==> src/rtl/hadamard_addnorm_2_pkg.sv <==
// Shared widths, constants and the round-to-nearest-even decision
// for the 2-point Hadamard add/normalize stage.
package hadamard_addnorm_2_pkg;

  localparam int LANES = 2;

  // Aligned word: sign + 2 headroom bits + hidden one + stored mantissa + guard bits
  function automatic int mag_w(input int sig_w, input int low_exp);
    return sig_w + 4 + low_exp;
  endfunction

  function automatic int hid_pos(input int sig_w, input int low_exp);
    return sig_w + low_exp;
  endfunction

  function automatic int word_w(input int exp_w, input int sig_w);
    return 1 + exp_w + sig_w;
  endfunction

  function automatic int max_enc_exp(input int exp_w);
    return (1 << exp_w) - 1;
  endfunction

  function automatic logic rne_inc(input logic guard, input logic sticky, input logic lsb);
    return guard & (sticky | lsb);
  endfunction

endpackage

==> src/rtl/hadamard_norm_round.sv <==
// One butterfly lane: abs + leading-one detect on the raw sum, and
// normalize/round/pack on the registered result of that detect.
module hadamard_norm_round
  import hadamard_addnorm_2_pkg::*;
#(
  parameter int expWidth   = 3,
  parameter int sigWidth   = 3,
  parameter int low_expand = 2,
  localparam int W    = mag_w(sigWidth, low_expand),
  localparam int PW   = $clog2(W),
  localparam int WORD = word_w(expWidth, sigWidth)
) (
  input  logic [W:0]          sum,
  output logic                sum_sign,
  output logic [PW-1:0]       sum_lead,
  output logic                sum_zero,
  output logic [W-1:0]        sum_mag,
  input  logic                lane_sign,
  input  logic [PW-1:0]       lane_lead,
  input  logic                lane_zero,
  input  logic [W-1:0]        lane_mag,
  input  logic [expWidth-1:0] lane_exp,
  output logic [WORD-1:0]     word
);

  localparam int H   = hid_pos(sigWidth, low_expand);
  localparam int NW  = W - 1;
  localparam int EW2 = expWidth + 2;
  localparam int MR  = sigWidth + 1;
  localparam logic [PW-1:0]         TOP  = PW'(NW);
  localparam logic signed [EW2-1:0] EMAX = EW2'(max_enc_exp(expWidth));
  localparam logic signed [EW2-1:0] ONE  = EW2'(1);

  logic [NW-1:0]         norm;
  logic [sigWidth-1:0]   man;
  logic                  guard;
  logic                  sticky;
  logic [MR-1:0]         man_r;
  logic signed [EW2-1:0] exp_s;

  always_comb begin : lzd
    sum_sign = sum[W];
    sum_mag  = sum[W] ? W'(-sum) : W'(sum);
    sum_zero = (sum_mag == '0);
    sum_lead = '0;
    for (int i = 0; i < W; i++) begin
      if (sum_mag[i]) sum_lead = PW'(i);
    end
  end

  // Leading one is shifted out of the top so norm holds only the bits below it
  always_comb begin : normalize
    norm   = NW'(lane_mag << (TOP - lane_lead));
    man    = norm[NW-1 -: sigWidth];
    guard  = norm[NW-1-sigWidth];
    sticky = |norm[NW-2-sigWidth:0];
    man_r  = {1'b0, man} + MR'(rne_inc(guard, sticky, man[0]));
    exp_s  = EW2'(lane_exp) + EW2'(lane_lead) - EW2'(H) + EW2'(man_r[sigWidth]);
    if (lane_zero) begin
      word = '0;
    end else if (exp_s > EMAX) begin
      word = {lane_sign, {expWidth{1'b1}}, {sigWidth{1'b1}}};
    end else if (exp_s < ONE) begin
      word = {lane_sign, {(expWidth + sigWidth){1'b0}}};
    end else begin
      word = {lane_sign, exp_s[expWidth-1:0], man_r[sigWidth-1:0]};
    end
  end

endmodule

==> src/rtl/hadamard_addnorm_2.sv <==
// 2-point Hadamard butterfly on aligned sign-magnitude words, normalized,
// RNE-rounded and packed to minifloat through a 3-stage stallable pipeline.
module hadamard_addnorm_2
  import hadamard_addnorm_2_pkg::*;
#(
  parameter int expWidth   = 3,
  parameter int sigWidth   = 3,
  parameter int low_expand = 2,
  localparam int W    = mag_w(sigWidth, low_expand),
  localparam int WORD = word_w(expWidth, sigWidth)
) (
  input  logic                  clk,
  input  logic                  rstn,
  input  logic                  in_valid,
  output logic                  in_ready,
  input  logic [2*W-1:0]        man_off,
  input  logic [1:0]            op_zero,
  input  logic [expWidth-1:0]   max_exp,
  output logic                  out_valid,
  input  logic                  out_ready,
  output logic [2*WORD-1:0]     y
);

  localparam int PW = $clog2(W);

  logic en;
  logic [LANES-1:0][W:0] opnd;

  logic                  s1_valid_d, s1_valid_q;
  logic [LANES-1:0][W:0] s1_res_d, s1_res_q;
  logic [expWidth-1:0]   s1_exp_d, s1_exp_q;

  logic                       s2_valid_d, s2_valid_q;
  logic [LANES-1:0]           s2_sign_d, s2_sign_q;
  logic [LANES-1:0]           s2_zero_d, s2_zero_q;
  logic [LANES-1:0][PW-1:0]   s2_lead_d, s2_lead_q;
  logic [LANES-1:0][W-1:0]    s2_mag_d, s2_mag_q;
  logic [expWidth-1:0]        s2_exp_d, s2_exp_q;

  logic              out_valid_d, out_valid_q;
  logic [2*WORD-1:0] y_d, y_q;

  logic          nr_sign [LANES];
  logic [PW-1:0] nr_lead [LANES];
  logic          nr_zero [LANES];
  logic [W-1:0]  nr_mag  [LANES];
  logic [WORD-1:0] nr_word [LANES];

  for (genvar lane = 0; lane < LANES; lane++) begin : g_lane
    hadamard_norm_round #(
      .expWidth   (expWidth),
      .sigWidth   (sigWidth),
      .low_expand (low_expand)
    ) u_norm_round (
      .sum       (s1_res_q[lane]),
      .sum_sign  (nr_sign[lane]),
      .sum_lead  (nr_lead[lane]),
      .sum_zero  (nr_zero[lane]),
      .sum_mag   (nr_mag[lane]),
      .lane_sign (s2_sign_q[lane]),
      .lane_lead (s2_lead_q[lane]),
      .lane_zero (s2_zero_q[lane]),
      .lane_mag  (s2_mag_q[lane]),
      .lane_exp  (s2_exp_q),
      .word      (nr_word[lane])
    );
  end

  // A flagged-zero operand contributes nothing regardless of its magnitude bits
  always_comb begin : to_twos
    for (int i = 0; i < LANES; i++) begin
      opnd[i] = '0;
      if (!op_zero[i]) begin
        opnd[i] = man_off[W*i+W-1] ? -{2'b00, man_off[W*i +: W-1]}
                                   :  {2'b00, man_off[W*i +: W-1]};
      end
    end
  end

  always_comb begin : pipe_next
    en          = !out_valid_q | out_ready;
    s1_valid_d  = s1_valid_q;
    s1_res_d    = s1_res_q;
    s1_exp_d    = s1_exp_q;
    s2_valid_d  = s2_valid_q;
    s2_sign_d   = s2_sign_q;
    s2_zero_d   = s2_zero_q;
    s2_lead_d   = s2_lead_q;
    s2_mag_d    = s2_mag_q;
    s2_exp_d    = s2_exp_q;
    out_valid_d = out_valid_q;
    y_d         = y_q;
    if (en) begin
      s1_valid_d  = in_valid;
      s2_valid_d  = s1_valid_q;
      out_valid_d = s2_valid_q;
      if (in_valid) begin
        s1_res_d[0] = opnd[0] + opnd[1];
        s1_res_d[1] = opnd[0] - opnd[1];
        s1_exp_d    = max_exp;
      end
      if (s1_valid_q) begin
        for (int i = 0; i < LANES; i++) begin
          s2_sign_d[i] = nr_sign[i];
          s2_zero_d[i] = nr_zero[i];
          s2_lead_d[i] = nr_lead[i];
          s2_mag_d[i]  = nr_mag[i];
        end
        s2_exp_d = s1_exp_q;
      end
      if (s2_valid_q) begin
        for (int i = 0; i < LANES; i++) begin
          y_d[i*WORD +: WORD] = nr_word[i];
        end
      end
    end
  end

  always_ff @(posedge clk or negedge rstn) begin
    if (!rstn) begin
      s1_valid_q  <= 1'b0;
      s1_res_q    <= '0;
      s1_exp_q    <= '0;
      s2_valid_q  <= 1'b0;
      s2_sign_q   <= '0;
      s2_zero_q   <= '0;
      s2_lead_q   <= '0;
      s2_mag_q    <= '0;
      s2_exp_q    <= '0;
      out_valid_q <= 1'b0;
      y_q         <= '0;
    end else begin
      s1_valid_q  <= s1_valid_d;
      s1_res_q    <= s1_res_d;
      s1_exp_q    <= s1_exp_d;
      s2_valid_q  <= s2_valid_d;
      s2_sign_q   <= s2_sign_d;
      s2_zero_q   <= s2_zero_d;
      s2_lead_q   <= s2_lead_d;
      s2_mag_q    <= s2_mag_d;
      s2_exp_q    <= s2_exp_d;
      out_valid_q <= out_valid_d;
      y_q         <= y_d;
    end
  end

  assign in_ready  = en;
  assign out_valid = out_valid_q;
  assign y         = y_q;

endmodule

==> config.mk <==
export PLATFORM = sky130hd
export DESIGN_NAME = hadamard_addnorm_2
export DESIGN_NICKNAME = d
export VERILOG_FILES = /design/src/rtl/hadamard_addnorm_2_pkg.sv /design/src/rtl/hadamard_norm_round.sv /design/src/rtl/hadamard_addnorm_2.sv
export SDC_FILE = /design/constraint.sdc
export NUM_CORES = 1
export LEC_CHECK = 0
export ABC_AREA = 1
export CAP_MARGIN = 20
export CORE_MARGIN = 2
export CORE_UTILIZATION = 40
export CTS_CLUSTER_SIZE = 25
export DETAILED_ROUTE_END_ITERATION = 16
export HOLD_SLACK_MARGIN = 0.08
export MAX_ROUTING_LAYER = met4
export PLACE_DENSITY = 0.66
export SYNTH_ARGS = -nofsm -noshare
export SYNTH_HDL_FRONTEND = slang
export SYNTH_SLANG_ARGS = --single-unit
==> constraint.sdc <==
create_clock -name clk -period 4.6 [get_ports clk]
set_input_delay 1.38 -clock clk [delete_from_list [all_inputs] [get_ports clk]]
set_output_delay 1.38 -clock clk [all_outputs]
set_load 0.02 [all_outputs]
==> insert_results.sql, run 1 <==
INSERT INTO impl_metrics (metric_group, metric, value, unit) VALUES
('pwr', 'p_leak', '3.42', 'nW'),
('placed_design', 'hpwl', '10200', 'microns'),
('sta', 'fin_worst_skew', '6.59', 'ps'),
('sta', 'fmax', '244', 'MHz'),
('logic_synthesis', 'syn_inst_count', '859', ''),
('logic_synthesis', 'postSynth.topFlopCell', 'sky130_fd_sc_hd__dfrtp_1', ''),
('sta', 'worst_slew_pin_slew', '744', 'ps'),
('logic_synthesis', 'synth_edf_count', '0', ''),
('pwr', 'max_ir_drop_vdd', '0.000212', 'V'),
('logic_synthesis', 'yosys.area_share.simple', '0.336', ''),
('routing', 'drt-total-wl', '13000', 'microns'),
('global_routing', 'global_route.overflow_total', '0', ''),
('logic_synthesis', 'synth-async-reset-ratio', '1.00', ''),
('routing', 'initialDrtViolationCount', '267', ''),
('pwr', 'power-per-cell-area', '661', 'mW/mm^2'),
('cts', 'numClockSinks', '69', ''),
('floorplan', 'die_width', '123', 'microns'),
('routing', 'detail_route.wl_per_cell', '12.1', 'microns'),
('routing', 'route.antenna.remaining_nets', '0', ''),
('cts', 'cts_hold_buffers', '0', ''),
('sta', 'fin_crit_sh', '0.890', ''),
('global_routing', 'initial_antenna_violation_count', '0', ''),
('critical_path', 'crit_path_start_kind', 'input pin', ''),
('logic_synthesis', 'synth_fp_nets', '931', ''),
('logic_synthesis', 'postSynthAreaPerCell', '6.61', 'sq um'),
('floorplan', 'core_area', '0.0139', 'sq mm'),
('logic_synthesis', 'synth_top_family_by_area', 'simple AND/OR/NAND/NOR gates', ''),
('sta', 'setup_repair_after_global_routing_missed_its_margin', 'no', ''),
('cts', 'tritoncts_clock_tree', 'yes', ''),
('sta', 'hold_viol', '0', ''),
('cts', 'clkLatencyLatePin', '330', 'ps'),
('logic_synthesis', 'synth.top_cell.area_share', '0.304', ''),
('sta', 'period_needed', '4100', 'ps'),
('logic_synthesis', 'netlist.top_cell.by_area', 'sky130_fd_sc_hd__dfrtp_1', ''),
('logic_synthesis', 'synth.most_common_cell', 'sky130_fd_sc_hd__nand2_1', ''),
('floorplan', 'initial_core_util', '0.409', ''),
('critical_path', 'worstSetupPathType', 'input pin to output port', ''),
('pwr', 'finalPower', '4.29', 'mW'),
('floorplan', 'rows', '43', ''),
('placed_design', 'worst_slack_placed', '414', 'ps'),
('logic_synthesis', 'yosysSeqAreaShare', '0.304', ''),
('layout', 'stdcell_area', '0.00649', 'sq mm'),
('logic_synthesis', 'synth_area_leaders', 'sky130_fd_sc_hd__dfrtp_1 (30%), sky130_fd_sc_hd__nand2_1 (18%), sky130_fd_sc_hd__ha_1 (9.0%), sky130_fd_sc_hd__nand3_1 (7.7%), sky130_fd_sc_hd__inv_1 (7.2%)', ''),
('logic_synthesis', 'yosys_register_bits', '69', ''),
('floorplan', 'die-area', '0.0152', 'sq mm'),
('min_path', 'hold_path.startpoint', 'y[9]', ''),
('critical_path', 'critical_path_arrival', '2720', 'ps'),
('routing', 'dr.pass1.iters', '6', ''),
('critical_path', 'endpoint_required_time_on_the_critical_path', '3220', 'ps'),
('global_routing', 'vias_in_the_first_global_route', '4918', ''),
('routing', 'drcViolationCount', '0', ''),
('placed_design', 'dpl_cell_area', '0.00622', 'sq mm'),
('cts', 'clkSlewWorstSetupHoldPaths', '50', 'ps'),
('global_routing', 'grt_use_total', '0.189', ''),
('sta', 'fin_tns_setup', '0', 'ps'),
('sta', 'max-slew-margin-rel', '0.504', ''),
('sta', 'setup_viol', '0', ''),
('outcome', 'outcome', 'complete, no violations', ''),
('layout', 'fin_nets', '966', ''),
('logic_synthesis', 'synth_warnings', '0', ''),
('routing', 'routed-via-count', '5302', ''),
('logic_synthesis', 'synthXorXnorAreaFrac', '0.0242', ''),
('layout', 'insertedDiodeCount', '0', ''),
('cts', 'ctsLongestPathBuffers', '2', ''),
('logic_synthesis', 'cell_variety_after_synth', '39', ''),
('routing', 'detail_route.vias_per_cell', '4.92', ''),
('placed_design', 'port_buffers', '42', ''),
('logic_synthesis', 'post_synth_mux_area_share', '0', ''),
('job', 'cap_violations', '0', ''),
('logic_synthesis', 'post_synth_fa_ha_maj_area_fraction', '0.104', ''),
('critical_path', 'rr_startpoint', 's2_lead_q[0]', '');
## cells by family (layout without fill, tap and decap cells)
logic type / after synthesis / after routing
flops: 69 / 69
compound gates: 124 / 124
buf+inv: 154 / 192
fa+ha+maj: 45 / 45
simple gates: 453 / 453
xor+xnor: 14 / 14
## layout by cell type (no fill, tap or decap), types with 2 or more instances in the layout
| cell type | count |
|---|---|
| sky130_fd_sc_hd__o21bai_1 | 2 |
| sky130_fd_sc_hd__clkbuf_16 | 9 |
| sky130_fd_sc_hd__clkbuf_8 | 2 |
| sky130_fd_sc_hd__nand3b_1 | 5 |
| sky130_fd_sc_hd__inv_4 | 2 |
| sky130_fd_sc_hd__nand2_1 | 273 |
| sky130_fd_sc_hd__a31oi_1 | 3 |
| sky130_fd_sc_hd__fa_1 | 4 |
| sky130_fd_sc_hd__xor2_1 | 8 |
| sky130_fd_sc_hd__o21ai_0 | 26 |
| sky130_fd_sc_hd__a21boi_0 | 2 |
| sky130_fd_sc_hd__nand4_1 | 7 |
| sky130_fd_sc_hd__clkdlybuf4s50_1 | 41 |
| sky130_fd_sc_hd__nand3_2 | 2 |
| sky130_fd_sc_hd__buf_4 | 5 |
| sky130_fd_sc_hd__inv_1 | 109 |
| sky130_fd_sc_hd__nor2_1 | 52 |
| sky130_fd_sc_hd__nor3_1 | 17 |
| sky130_fd_sc_hd__a32o_1 | 2 |
| sky130_fd_sc_hd__and3_1 | 2 |
| sky130_fd_sc_hd__ha_1 | 41 |
| sky130_fd_sc_hd__a21oi_1 | 36 |
| sky130_fd_sc_hd__o22ai_1 | 4 |
| sky130_fd_sc_hd__o211ai_1 | 3 |
| sky130_fd_sc_hd__inv_2 | 19 |
| sky130_fd_sc_hd__dfrtp_1 | 69 |
| sky130_fd_sc_hd__a21oi_2 | 3 |
| sky130_fd_sc_hd__nor2_2 | 4 |
| sky130_fd_sc_hd__clkinv_2 | 2 |
| sky130_fd_sc_hd__xnor2_1 | 4 |
| sky130_fd_sc_hd__nand3_1 | 87 |
| sky130_fd_sc_hd__o21ai_1 | 41 |
## stage by stage
| step | instances | util |
|---|---|---|
| final | 1077 | 0.468 |
| after global placement | 1063 | 0.448 |
| after CTS | 1077 | 0.468 |
| after floorplan | 859 | - |
| after global routing | 1077 | 0.468 |
| after detailed placement | 1063 | 0.448 |
## final timing paths
check                          endpoint  slack, ps  depth (start not counted)
setup / recovery               in_ready        500                          4
hold / removal                     y[9]        470                          2
setup reg to reg                   y[2]        930                         20
hold reg to reg                    y[9]        470                          2
max in group asynchronous  s1_res_q[11]       2550                          2
min in group asynchronous          y[2]       1110                          1
## critical path: stages
cell and delay [ps]:
sky130_fd_sc_hd__clkdlybuf4s50_1 400, sky130_fd_sc_hd__nor2_1 250, sky130_fd_sc_hd__inv_2 130, sky130_fd_sc_hd__clkdlybuf4s50_1 550
## flip-flops by register name, indices dropped and copies added (netlist names), 2 cells and up
signal     count
s1_res_q      19
y             14
s2_mag_q      15
s2_zero_q      2
s1_exp_q       3
s2_sign_q      2
s2_lead_q      8
s2_exp_q       3
## cell type report
type                            instances  area, sq um
Clock buffer                           12          256
Clock inverter                          2         10.0
Fill cell                            1449         7390
Inverter                              131          497
Multi-Input combinational cell        636         3320
Sequential cell                        69         1730
Tap cell                              180          225
Timing Repair Buffer                   47          453
## layer usage
| metal | routed length, microns | global-route usage |
|---|---|---|
| met1 | 6140 | 0.236 |
| met2 | 6150 | 0.313 |
| met3 | 377 | 0.0272 |
| met4 | 304 | 0.0689 |
| met5 | 0 | - |
## report_power, final
group / total [mW] / leakage [nW] / switching, mW / internal (mW)
clock: 0.631 / 0.134 / 0.245 / 0.386
combinational: 2.60 / 2.42 / 1.61 / 0.991
sequential: 1.06 / 0.862 / 0.209 / 0.847
(Power assumes the default switching activity.)
==> run 2, diff against run 1 <==
--- a/config.mk
+++ b/config.mk
@@ -13,7 +13,7 @@
 export DETAILED_ROUTE_END_ITERATION = 16
 export HOLD_SLACK_MARGIN = 0.08
 export MAX_ROUTING_LAYER = met4
-export PLACE_DENSITY = 0.66
+export PLACE_DENSITY = 0.68
 export SYNTH_ARGS = -nofsm -noshare
 export SYNTH_HDL_FRONTEND = slang
 export SYNTH_SLANG_ARGS = --single-unit
==> constraint.sdc (replaced) <==
create_clock -name clk -period 4.6 [get_ports clk]
set_input_delay 1.38 -clock clk [delete_from_list [all_inputs] [get_ports clk]]
set_output_delay 1.38 -clock clk [all_outputs]
set_load 0.05 [all_outputs]
==> run 2 against run 1 <==
  * Die area is the same
  * Sequential cell count is the same
  * Maximum frequency decreased by 2.2%
==> insert_results.sql, run 2 (synthesis gave the netlist of run 1 again) <==
INSERT INTO impl_metrics (metric_group, metric, value, unit) VALUES
('floorplan', 'initial_core_util', '0.409', ''),
('cts', 'root_buffer', 'sky130_fd_sc_hd__clkbuf_16', ''),
('critical_path', 'timing.critical_path.slowest_stage_cell', 'sky130_fd_sc_hd__clkdlybuf4s50_1', ''),
('critical_path', 'reg2reg_slack', '880', 'ps'),
('job', 'cap_violations', '0', ''),
('critical_path', 'critical_path_arrival', '2810', 'ps'),
('sta', 'max-slew-margin-rel', '0.360', ''),
('global_routing', 'grt_use_total', '0.180', ''),
('outcome', 'outcome', 'complete, no violations', ''),
('cts', 'ctsLongestPathBuffers', '2', ''),
('routing', 'initialDrtViolationCount', '192', ''),
('layout', 'insertedDiodeCount', '0', ''),
('global_routing', 'vias_in_the_first_global_route', '4902', ''),
('layout', 'finalNonFillerCells', '1081', ''),
('routing', 'drcViolationCount', '0', ''),
('sta', 'worst_slew_pin_slew', '960', 'ps'),
('critical_path', 'endpoint_required_time_on_the_critical_path', '3220', 'ps'),
('sta', 'pins_over_slew_limit', '0', ''),
('layout', 'fin_nets', '968', ''),
('pwr', 'finalPower', '4.43', 'mW'),
('floorplan', 'io-pin-count', '43', ''),
('cts', 'cts_hold_buffers', '0', ''),
('global_routing', 'global_route.overflow_total', '0', ''),
('global_routing', 'initial_antenna_violation_count', '0', ''),
('layout', 'layout-drive-gt1-share', '0.0644', ''),
('global_routing', 'grt_first_pass_wirelength', '21600', 'microns'),
('routing', 'dr.pass1.iters', '5', ''),
('min_path', 'path_type_of_the_worst_min_delay_path', 'flip-flop to flip-flop', ''),
('sta', 'setup_slack_after_layout', '414', 'ps'),
('cts', 'clkLatencyLatePin', '330', 'ps'),
('floorplan', 'die_width', '123', 'microns'),
('floorplan', 'rows', '43', ''),
('layout', 'flip_flop_count_of_the_largest_register_after_layout', '19', ''),
('placed_design', 'hpwl', '9810', 'microns'),
('cts', 'cts_repair_resize_count', '0', ''),
('placed_design', 'port_buffers', '42', ''),
('placed_design', 'routability_congestion_estimate_from_global_placement', '0.850', ''),
('min_path', 'hold_path.startpoint', 's2_valid_q', ''),
('layout', 'largest_register', 's1_res_q', ''),
('critical_path', 'cp_slowest_stage_delay', '810', 'ps'),
('critical_path', 'crit_top_cell', 'sky130_fd_sc_hd__clkdlybuf4s50_1', ''),
('sta', 'fin_tns_setup', '0', 'ps'),
('sta', 'fmax', '239', 'MHz'),
('critical_path', 'cp_cell_sequence', 'clkdlybuf4s50_1 -> nor2_1 -> inv_2 -> clkdlybuf4s50_1', ''),
('cts', 'cts_buffers', '9', ''),
('layout', 'final_cell_mix', 'sky130_fd_sc_hd__nand2_1 (273), sky130_fd_sc_hd__inv_1 (109), sky130_fd_sc_hd__nand3_1 (87)', ''),
('cts', 'clkSlewWorstSetupHoldPaths', '50', 'ps'),
('routing', 'detail_route.vias_per_cell', '4.83', ''),
('layout', 'most_common_cell_after_layout_fill_and_taps_aside', 'sky130_fd_sc_hd__nand2_1', ''),
('sta', 'period_needed', '4190', 'ps'),
('cts', 'cts_max_level', '3', ''),
('critical_path', 'crit_path_start_kind', 'input pin', ''),
('routing', 'routed-via-count', '5226', ''),
('min_path', 'whs_path_depth', '2', ''),
('cts', 'tritoncts_clock_tree', 'yes', ''),
('routing', 'route.antenna.remaining_nets', '0', ''),
('floorplan', 'core_area', '0.0139', 'sq mm'),
('placed_design', 'worst_slack_placed', '402', 'ps'),
('critical_path', 'crit_path_max_fanout', '5', ''),
('floorplan', 'die_height', '123', 'microns'),
('sta', 'fin_crit_sh', '0.910', ''),
('sta', 'hold_viol', '0', ''),
('routing', 'detail_route.wl_per_cell', '11.4', 'microns'),
('critical_path', 'timing.rr.end', 'y[0]', ''),
('critical_path', 'crit_path_end_kind', 'output port', ''),
('pwr', 'max_ir_drop_vdd', '0.000257', 'V'),
('cts', 'post-cts-setup-buffers', '0', ''),
('routing', 'drt-total-wl', '12300', 'microns'),
('sta', 'fin_worst_skew', '4.13', 'ps'),
('sta', 'setup_viol', '0', ''),
('pwr', 'p_leak', '3.43', 'nW'),
('floorplan', 'die-area', '0.0152', 'sq mm'),
('pwr', 'power-per-cell-area', '680', 'mW/mm^2'),
('sta', 'setup_repair_after_global_routing_missed_its_margin', 'no', ''),
('critical_path', 'logic_depth_of_the_worst_register_to_register_path', '17', ''),
('global_routing', 'grt_start_max_net_pins', '45', ''),
('critical_path', 'rr_startpoint', 's2_lead_q[0]', ''),
('layout', 'area_growth_syn_to_layout', '14.7', '%'),
('cts', 'numClockSinks', '69', ''),
('min_path', 'timing.hold.worst_endpoint', 'out_valid', ''),
('critical_path', 'worstSetupPathType', 'input pin to output port', ''),
('placed_design', 'placed_cells', '1065', '');
-- run 2: stage by stage --
stage | utilization | area, sq um | hold slack (ps)
finish | 0.470 | 6520 | 462
floorplan | - | 5680 | 432
global placement | 0.449 | 6240 | 456
detailed placement | 0.449 | 6240 | 453
global route | 0.470 | 6520 | 499
CTS | 0.470 | 6520 | 469
-- run 2: cell type report --
type | instances | area (sq um)
Sequential cell | 69 | 1730
Multi-Input combinational cell | 636 | 3320
Inverter | 131 | 497
Clock buffer | 12 | 256
Fill cell | 1451 | 7360
Timing Repair Buffer | 49 | 468
Clock inverter | 4 | 22.5
Tap cell | 180 | 225
-- run 2: worst max path at each step --
stage	startpoint	slack, ps	to	depth (start not counted)
finish	out_ready	410	in_ready	4
global route	out_ready	330	in_ready	4
CTS	out_ready	400	in_ready	4
detailed placement	out_ready	400	in_ready	4
global placement	out_ready	400	in_ready	4
floorplan	man_off[0]	1080	s1_res_q[9]	19
-- run 2: per-layer routing --
metal,global-route usage,part of all wire,up-vias
li1,-,-,2832
met1,0.220,0.47,2301
met2,0.313,0.49,79
met3,0.0180,0.025,14
met4,0.0575,0.014,0
met5,-,0,-
-- run 2: report_power, final --
part,leakage [nW],total [mW],switching [mW],internal [mW]
registers,0.862,1.05,0.206,0.847
clock network,0.138,0.640,0.249,0.391
logic,2.43,2.74,1.75,0.994
total,3.43,4.43,2.20,2.23
-- run 2: critical path: cells and delay by family --
kind,cells,cell delay (ps)
and+or+nand+nor,1,70
buffers and inverters,3,1360
==> run 3, diff against run 2 <==
--- a/config.mk
+++ b/config.mk
@@ -7,6 +7,7 @@
 export LEC_CHECK = 0
 export ABC_AREA = 1
 export CAP_MARGIN = 20
+export CORE_ASPECT_RATIO = 0.7
 export CORE_MARGIN = 2
 export CORE_UTILIZATION = 40
 export CTS_CLUSTER_SIZE = 25
==> run 3 against run 2 <==
  * Sequential cell count stayed put
  * Hold slack improved by 16 ps
  * Final cell count increased by 0.74%
  * Global-route usage up 0.52 points
  * First-iteration DRC count is 110% higher
  * Total power is 1.6% higher
  * Sequential share of layout area hardly changed
  * Cell area barely moved
  * Wire length increased by 7.4%
  * Register-to-register slack is essentially flat
==> insert_results.sql, run 3 (synthesis gave the netlist of run 1 again) <==
INSERT INTO impl_metrics (metric_group, metric, value, unit) VALUES
('sta', 'setup_viol', '0', ''),
('layout', 'layout-drive-gt1-share', '0.0579', ''),
('critical_path', 'logic_depth_of_the_worst_register_to_register_path', '24', ''),
('routing', 'routed-via-count', '5441', ''),
('placed_design', 'routability_congestion_estimate_from_global_placement', '0.917', ''),
('pwr', 'power-per-cell-area', '692', 'mW/mm^2'),
('critical_path', 'crit_path_end', 'in_ready', ''),
('outcome', 'outcome', 'complete, no violations', ''),
('critical_path', 'reg2reg_slack', '890', 'ps'),
('floorplan', 'die_height', '104', 'microns'),
('cts', 'ctsLongestPathBuffers', '2', ''),
('sta', 'fmax', '240', 'MHz'),
('global_routing', 'met3_usage', '0.0352', ''),
('global_routing', 'grt_use_total', '0.186', ''),
('routing', 'dr.pass1.iters', '6', ''),
('placed_design', 'hpwl', '10200', 'microns'),
('pwr', 'p_leak', '3.41', 'nW'),
('floorplan', 'die_width', '146', 'microns'),
('routing', 'drcViolationCount', '0', ''),
('critical_path', 'rr_startpoint', 's2_lead_q[4]', ''),
('layout', 'finalNonFillerCells', '1089', ''),
('layout', 'most_common_cell_after_layout_fill_and_taps_aside', 'sky130_fd_sc_hd__nand2_1', ''),
('critical_path', 'critPathLaunch', 'out_ready', ''),
('cts', 'cts_hold_buffers', '0', ''),
('global_routing', 'grt_util_met1', '0.281', ''),
('layout', 'flip_flop_count_of_the_largest_register_after_layout', '19', ''),
('floorplan', 'die-area', '0.0152', 'sq mm'),
('floorplan', 'core_area', '0.0139', 'sq mm'),
('floorplan', 'initial_core_util', '0.409', ''),
('routing', 'initialDrtViolationCount', '397', ''),
('min_path', 'path_type_of_the_worst_min_delay_path', 'flip-flop to flip-flop', ''),
('layout', 'largest_register', 's1_res_q', ''),
('pwr', 'max_ir_drop_vdd', '0.000262', 'V'),
('sta', 'period_needed', '4160', 'ps'),
('routing', 'drt-total-wl', '13300', 'microns'),
('sta', 'fin_worst_skew', '5.44', 'ps'),
('routing', 'detail_route.vias_per_cell', '5.00', ''),
('layout', 'area_growth_syn_to_layout', '14.7', '%'),
('cts', 'cts_max_level', '3', ''),
('critical_path', 'worstSetupPathType', 'input pin to output port', ''),
('layout', 'nFillCells', '1427', ''),
('global_routing', 'initial_antenna_violation_count', '1', ''),
('routing', 'route.antenna.remaining_nets', '0', ''),
('sta', 'worst_slew_pin_slew', '885', 'ps'),
('sta', 'setup_repair_after_global_routing_missed_its_margin', 'no', ''),
('cts', 'post-cts-setup-buffers', '0', ''),
('critical_path', 'critical_path_arrival', '2780', 'ps'),
('global_routing', 'grt_first_pass_wirelength', '22600', 'microns'),
('layout', 'utilization', '0.470', ''),
('global_routing', 'global_route.peak_usage_layer', 'met1', ''),
('global_routing', 'vias_in_the_first_global_route', '4817', ''),
('global_routing', 'globalRouteMet2Util', '0.252', ''),
('cts', 'tritoncts_clock_tree', 'yes', ''),
('sta', 'hold_viol', '0', ''),
('critical_path', 'timing.rr.end', 'y[7]', ''),
('job', 'cap_violations', '0', ''),
('global_routing', 'grt_start_max_net_pins', '70', ''),
('cts', 'clkSlewWorstSetupHoldPaths', '50', 'ps'),
('placed_design', 'placed_cells', '1073', ''),
('placed_design', 'port_buffers', '42', ''),
('layout', 'final_cell_mix', 'sky130_fd_sc_hd__nand2_1 (273), sky130_fd_sc_hd__inv_1 (109), sky130_fd_sc_hd__nand3_1 (87)', ''),
('critical_path', 'crit_path_max_fanout', '5', ''),
('cts', 'root_buffer', 'sky130_fd_sc_hd__clkbuf_16', ''),
('sta', 'pins_over_slew_limit', '0', ''),
('cts', 'clkLatencyLatePin', '330', 'ps'),
('global_routing', 'global_route.overflow_total', '0', ''),
('routing', 'detail_route.wl_per_cell', '12.2', 'microns'),
('sta', 'final.hold.worst_slack', '478', 'ps'),
('sta', 'fin_crit_sh', '0.905', ''),
('floorplan', 'io-pin-count', '43', ''),
('layout', 'area_taken_by_multi_input_logic_gates', '0.00332', 'sq mm'),
('cts', 'numClockSinks', '69', ''),
('floorplan', 'rows', '36', ''),
('cts', 'cts_buffers', '9', ''),
('critical_path', 'crit_path_start_kind', 'input pin', ''),
('layout', 'register_area', '0.00173', 'sq mm'),
('critical_path', 'endpoint_required_time_on_the_critical_path', '3220', 'ps'),
('critical_path', 'crit_path_end_kind', 'output port', ''),
('layout', 'fin_nets', '966', ''),
('sta', 'fin_tns_setup', '0', 'ps'),
('sta', 'max-slew-margin-rel', '0.410', ''),
('cts', 'cts_repair_resize_count', '0', '');
## run 3: report_power, final
part           switching (mW)  internal, mW  total [mW]
combinational            1.79         0.990        2.78
clock                   0.253         0.417       0.669
sequential              0.209         0.847        1.06
total                    2.25          2.25        4.51
## run 3: area by class of cell
type | count | share of cell area
timing repair buffer | 47 | 0.0695
antenna | 1 | 0.000384
tap | 190 | 0.0365
sequential | 69 | 0.265
inverter | 131 | 0.0763
clock buffer | 13 | 0.0369
multi-input combinational | 636 | 0.510
clock inverter | 2 | 0.00538
## run 3: routing by layer
| layer | vias up | share of wire |
|---|---|---|
| li1 | 2833 | - |
| met1 | 2461 | 0.55 |
| met2 | 131 | 0.39 |
| met3 | 16 | 0.045 |
| met4 | 0 | 0.019 |
| met5 | - | 0 |
## run 3: stage by stage
stage	setup slack [ps]	cell area (sq um)	total power, mW
after floorplan	1080	5680	3.22
after global routing	332	6510	4.99
after detailed placement	375	6240	3.81
after global placement	446	6240	3.78
final	437	6510	4.51
after CTS	435	6510	4.52
## run 3: critical path, cell delays in order
cell	delay, ps
sky130_fd_sc_hd__clkdlybuf4s50_1	450
sky130_fd_sc_hd__nor2_1	70
sky130_fd_sc_hd__inv_2	80
sky130_fd_sc_hd__clkdlybuf4s50_1	800
## run 3: worst min-delay path by stage
stage	start	endpoint	slack [ps]	cells after the start
6_report	s2_zero_q[1]	s2_zero_q[1]	480	2
5_1_grt	y[7]	y[7]	510	2
4_1_cts	y[7]	y[7]	480	2
3_5_place_dp	s2_valid_q	out_valid	460	2
3_3_place_gp	y[0]	y[0]	470	2
2_1_floorplan	s2_valid_q	out_valid	430	2
